## config.mk

```make
export PLATFORM = sky130hd
export DESIGN_NAME = serial_add_ctrl
export DESIGN_NICKNAME = d
export VERILOG_FILES = /design/src/rtl/serial_add_ctrl.sv
export SDC_FILE = /design/constraint.sdc
export NUM_CORES = 1
export LEC_CHECK = 0
export CAP_MARGIN = 5
export CORE_ASPECT_RATIO = 0.9
export CORE_MARGIN = 2
export CORE_UTILIZATION = 55
export CTS_BUF_LIST = sky130_fd_sc_hd__clkbuf_8
export DETAILED_ROUTE_END_ITERATION = 6
export HOLD_SLACK_MARGIN = 0.06
export PLACE_DENSITY = 0.83
export SYNTH_ARGS = -nofsm -noshare
export SYNTH_HDL_FRONTEND = slang
export SYNTH_SLANG_ARGS = --single-unit
```

## constraint.sdc

```tcl
create_clock -name clk -period 4.2 [get_ports clk]
set_clock_uncertainty 0.15 [all_clocks]
set_input_delay 0.63 -clock clk [delete_from_list [all_inputs] [get_ports clk]]
set_output_delay 0.63 -clock clk [all_outputs]
set_load 0.005 [all_outputs]
```

## src/rtl/serial_add_ctrl.sv

```systemverilog
// Bit-serial adder: one full-adder cell walks the operands LSB first.
// Result, carry and signed overflow are registered when the last bit is summed.
module serial_add_ctrl #(
  parameter int WIDTH = 8
) (
  input  logic             clk,
  input  logic             reset,
  input  logic             start,
  input  logic [WIDTH-1:0] op_a,
  input  logic [WIDTH-1:0] op_b,
  input  logic             cin,
  output logic             busy,
  output logic             done,
  output logic [WIDTH-1:0] sum,
  output logic             cout,
  output logic             ovf
);

  localparam int CW = $clog2(WIDTH + 1);
  localparam logic [CW-1:0] LAST = CW'(WIDTH - 1);

  typedef enum logic [1:0] {
    IDLE,
    RUN,
    DONE
  } state_t;

  state_t state, state_n;

  logic [WIDTH-1:0] sa, sb;
  logic [WIDTH-1:0] part, part_nx;
  logic [CW-1:0]    cnt;
  logic             carry;
  logic             fa_s, fa_c;
  logic             last;

  assign fa_s = sa[0] ^ sb[0] ^ carry;
  assign fa_c = (sa[0] & sb[0]) | (carry & (sa[0] ^ sb[0]));
  assign last = (cnt == LAST);

  // New sum bit enters at the MSB so the result is aligned after WIDTH shifts
  if (WIDTH == 1) begin : g_one
    assign part_nx = fa_s;
  end else begin : g_multi
    assign part_nx = {fa_s, part[WIDTH-1:1]};
  end

  always_comb begin
    state_n = state;
    unique case (state)
      IDLE:    if (start) state_n = RUN;
      RUN:     if (last) state_n = DONE;
      DONE:    state_n = IDLE;
      default: state_n = IDLE;
    endcase
  end

  always_ff @(posedge clk) begin
    if (!reset) state <= IDLE;
    else        state <= state_n;
  end

  always_ff @(posedge clk) begin
    if (!reset) begin
      sa    <= '0;
      sb    <= '0;
      part  <= '0;
      cnt   <= '0;
      carry <= 1'b0;
      sum   <= '0;
      cout  <= 1'b0;
      ovf   <= 1'b0;
    end else if (state == IDLE && start) begin
      sa    <= op_a;
      sb    <= op_b;
      carry <= cin;
      cnt   <= '0;
    end else if (state == RUN) begin
      sa    <= sa >> 1;
      sb    <= sb >> 1;
      part  <= part_nx;
      carry <= fa_c;
      cnt   <= cnt + CW'(1);
      if (last) begin
        sum  <= part_nx;
        cout <= fa_c;
        ovf  <= carry ^ fa_c;
      end
    end
  end

  assign busy = (state != IDLE);
  assign done = (state == DONE);

endmodule
```

* Yosys cells after proc, flatten, opt, wreduce, memory -nomap -nowiden
Index checks and enable logic that the tools add are counted.
Widths: inputs -> output; s select.
** Cells by class
- Add/subtract/negate cells :: 1
- Multiply operators :: 0
- Div/mod/pow operators :: 0
- Magnitude comparators :: 0
- Eq/ne operators :: 5
- Shifts and indexed selects :: 0
- Muxes and demuxes :: 9
- Bitwise gates (word level) :: 8
- Reduce and logical (&&, ||, !) cells :: 8
** Operator list (number)
- $mux 8 :: 4
- $add 4x1->4 const B :: 1
- $eq 4x3->1 const B :: 1
- $mux 2 :: 2
- $ne 2x2->1 const B :: 2
- $pmux 2 s2 :: 1
- $reduce_and 2->1 :: 2
- $reduce_bool 2->1 :: 2
- $reduce_and 3->1 :: 1
- $xor 1x1->1 :: 3
- $and 1x1->1 :: 2
- $eq 2x1->1 const B :: 1
- $eq 2x2->1 const B :: 1
- $logic_not 2->1 :: 1
- $mux 1 :: 2
- $not 1->1 :: 2
- $reduce_or 2->1 :: 1
- $logic_and 1x1->1 :: 1
- $or 1x1->1 :: 1
** Storage, ports and cells
- Register bits after elaboration :: 41
- Bits in latches :: 0
- RAM bits :: 0
- ROM bits :: 0
- Input port bits :: 20
- Output and inout bits :: 12
- Word-level logic and storage cells :: 40
- Memories kept :: 0

* Longest topological paths before layout
- Depth after elaboration :: 5
- Mapped depth :: 6

* Worst setup path before layout
No wires, ideal clock.
- Path type :: input to register
- From :: input port start
- To :: register sa[2]
- Setup time :: 119 ps
- Arrival :: 1351 ps
- Required time :: 3931 ps
- Slack :: 2580 ps
- Stages on the path :: 4
- Path through :: or3b_4 > clkbuf_2 > o21ai_0 > a21oi_1
** On the way
- Word-level cells in the longest chain between the ends :: 2
** Ends and longest elaborated chain
- start: declaration :: line 8 : input logic start,
- $logic_and 1x1->1 * :: line 73 : end else if (state == IDLE && start) begin
- $mux 8 or $reduce_bool 2->1 (tied branches)
- end signal: assignment :: line 74 : sa <= op_a;
- end signal: assignment :: line 79 : sa <= sa >> 1;
- end: declaration :: line 30 : logic [WIDTH-1:0] sa, sb;
Every way passes the cells marked *; elsewhere a longest branch is shown, timed or not.
A chain may end at the register's enable or synchronous reset.

* Worst setup path after layout
- From :: register state[0]
- To :: output port busy
** On the way
- Word-level cells in the longest chain between the ends :: 1
** Ends and longest elaborated chain
- start: declaration :: line 28 : state_t state, state_n;
- start signal: assignment :: line 60 : else state <= state_n;
- $reduce_bool 2->1 :: line 92 : assign busy = (state != IDLE);
- end: declaration :: line 12 : output logic busy,
No other way between the ends.

==> flow_metrics.tcl <==
set metrics [dict create \
    num_rows 19 \
    wl_per_cell_microns 12.9 \
    final_core_util_pct 70.5 \
    hold_buffers 0 \
    dp_cells 260 \
    final_hold_viol_count 0 \
    layout_common_cells "51 x nand2_1, 40 x dfxtp_1, 31 x clkdlybuf4s50_1" \
    startpoint_type "flop" \
    max_stage_delay_ps 670 \
    max-clock-path-buffers 2 \
    finalCritPeriodShare_pct 58.0 \
    cts_buffers 5 \
    stdcell_area_sq_um 2130 \
    core-area_sq_um 3020 \
    postLayoutSetupSlackWorst_ps 1760 \
    place_area_sq_um 2010 \
    synthAdderAreaFrac_pct 1.89 \
    critPathKind "reg -> out" \
    first_global_vias 1388 \
    dieArea_sq_um 3600 \
    cts.sinks 40 \
    routed-via-count 1470 \
    cts_tree "done" \
    syn_area_sq_um 1720 \
    netlist_instances 201 \
    grt_setup_unrepaired "false" \
    instances_no_fill 268 \
    nets 247 \
    crit_buf_inv 1 \
    p_leak_nw 0.733 \
    drt_iter0_markers 74 \
    grt_max_degree 34 \
    report.final.slew_viol_count 0 \
    syn_avg_cell_area_sq_um 8.58 \
    antenna_left 0 \
    worst_slew_margin_rel_pct 41.5 \
    min_path_type "reg -> reg" \
    required_ps 3420 \
    syn_nets 223 \
    p_total_uw 828 \
    setup_violations 0 \
    fmax_ghz 0.411 \
    drive_above_1_share_pct 7.96 \
    worstSetupEndpointType "output port" \
    antenna_found_initial 0 \
    die_x_microns 63.0 \
    cts_resized 0 \
    fin_crit_ps 2440 \
    overflow 0 \
    grt_usage_pct 20.5 \
    post_cts.repair.setup_buffers 0 \
    gp_congestion 0.729 \
    rrSetupSlack_ps 2250 \
    slowest_stage "dfxtp_1" \
    synth-xor-area-share_pct 1.52 \
    yosys_warnings 0 \
    worst_slew_pin_slew_ps 873 \
    synth_mux_area_share_pct 5.81 \
    yosysTopAreaCell "dfxtp_1" \
    area_growth_pct 23.4 \
    hpwlAfterDp_mm 2.34 \
    clk_pin_slew_ps 80 \
    mostFrequentLayoutCell "nand2_1" \
    ios 32 \
    grt_pass1_wl_mm 5.83 \
    vias_per_cell 5.49 \
    port_buffers 31 \
    start_util_pct 57.1 \
    drt-pass1-iter-count 6 \
    synth_compound_area_share_pct 18.6 \
    pre_cts_slack_ps 1740 \
    crit_chain "or2_2 -> clkdlybuf4s50_1" \
    ys_ff_latch 40 \
    yosysTopAreaCellShare_pct 46.4 \
    setup-tns-final_ps 0 \
    ys_seq_area_share_pct 46.4 \
    wl_mm 3.47 \
    drc 0 \
    cp.arrival_ps 1660 \
    cap_viol_max_count 0 \
    htreeDepth 2 \
    antenna_cells_inserted 0 \
    die_h_microns 57.1 \
    synth_top_family_by_area "simple AND/OR/NAND/NOR gates" \
    ir_worst_vdd_mv 0.248 \
    path_delay_family "flip-flops" \
    synth.distinct_cells 32 \
    cp_max_fo 14 \
    powerDensity_nw_per_um2 389 \
    cts-root-buf "clkbuf_8" \
    hold_ws_ps 304 \
    synth-simple-area-share_pct 20.2 \
    status "completed" \
    synthTopCellsByArea "dfxtp_1 46%, nand2_1 11%, a21oi_1 8.4%, mux2i_1 5.8%, a21boi_0 3.9%" \
    clk-insertion-delay-late_ps 290 \
]
[tightest hold or removal path, cell delays in order (launching register included)]
cell,delay (ps)
dfxtp_1,310
nand2_1,50
a21oi_1,50
[path summary, 6_finish.rpt]
path | from | cells after the start | to
hold reg to reg | sb[2] | 2 | sb[1]
hold / removal | sb[2] | 2 | sb[1]
setup / recovery | state[0] | 2 | busy
setup reg to reg | state[0] | 3 | part[4]
[synth_stat cells (all sizes together)]
master / number
fa: 1
clkbuf: 5
or3b: 1
o221a: 3
nand2: 51
and2b: 1
nand2b: 1
inv: 2
nand3b: 2
a21boi: 9
dfxtp: 40
nor3b: 3
a21oi: 30
nor2: 6
or3: 1
ha: 1
nand3: 3
o21ai: 13
xnor2: 1
mux2i: 10
buf: 10
or2: 1
nor2b: 3
xor2: 2
and2: 1
[metal layers]
| metal | track usage, % | share of wire [%] |
|---|---|---|
| met1 | 22.5 | 41 |
| met4 | 6.35 | 0.49 |
| met2 | 38.0 | 53 |
| met3 | 6.31 | 5.4 |
| met5 | 0 | 0 |
[where the power goes]
group	switching [mW]	leakage (nW)	internal (mW)
sequential	0.0143	0.327	0.397
clock	0.133	0.0614	0.194
combinational	0.0463	0.345	0.0438
[kinds of logic after synthesis]
group	Yosys count
DFF	40
buffers and inverters	17
muxes	10
adders and majority gates	2
and+or+nand+nor	74
AOI/OAI and AO/OA	55
xor gates and xnor gates	3
[cell type report]
cell class	count	area, sq um
Sequential cell	40	801
Fill cell	233	891
Clock buffer	6	82.6
Clock inverter	2	38.8
Tap cell	42	52.6
Timing Repair Buffer	32	318
Inverter	2	7.51
Multi-Input combinational cell	144	828
[flip-flops by register name, summed over array words and instances, names as in the netlist]
name   count
state      2
ovf        1
cnt        4
sb         8
sum        8
sa         8
carry      1
cout       1
part       7
Note: power is estimated with default switching activity, not from simulation.
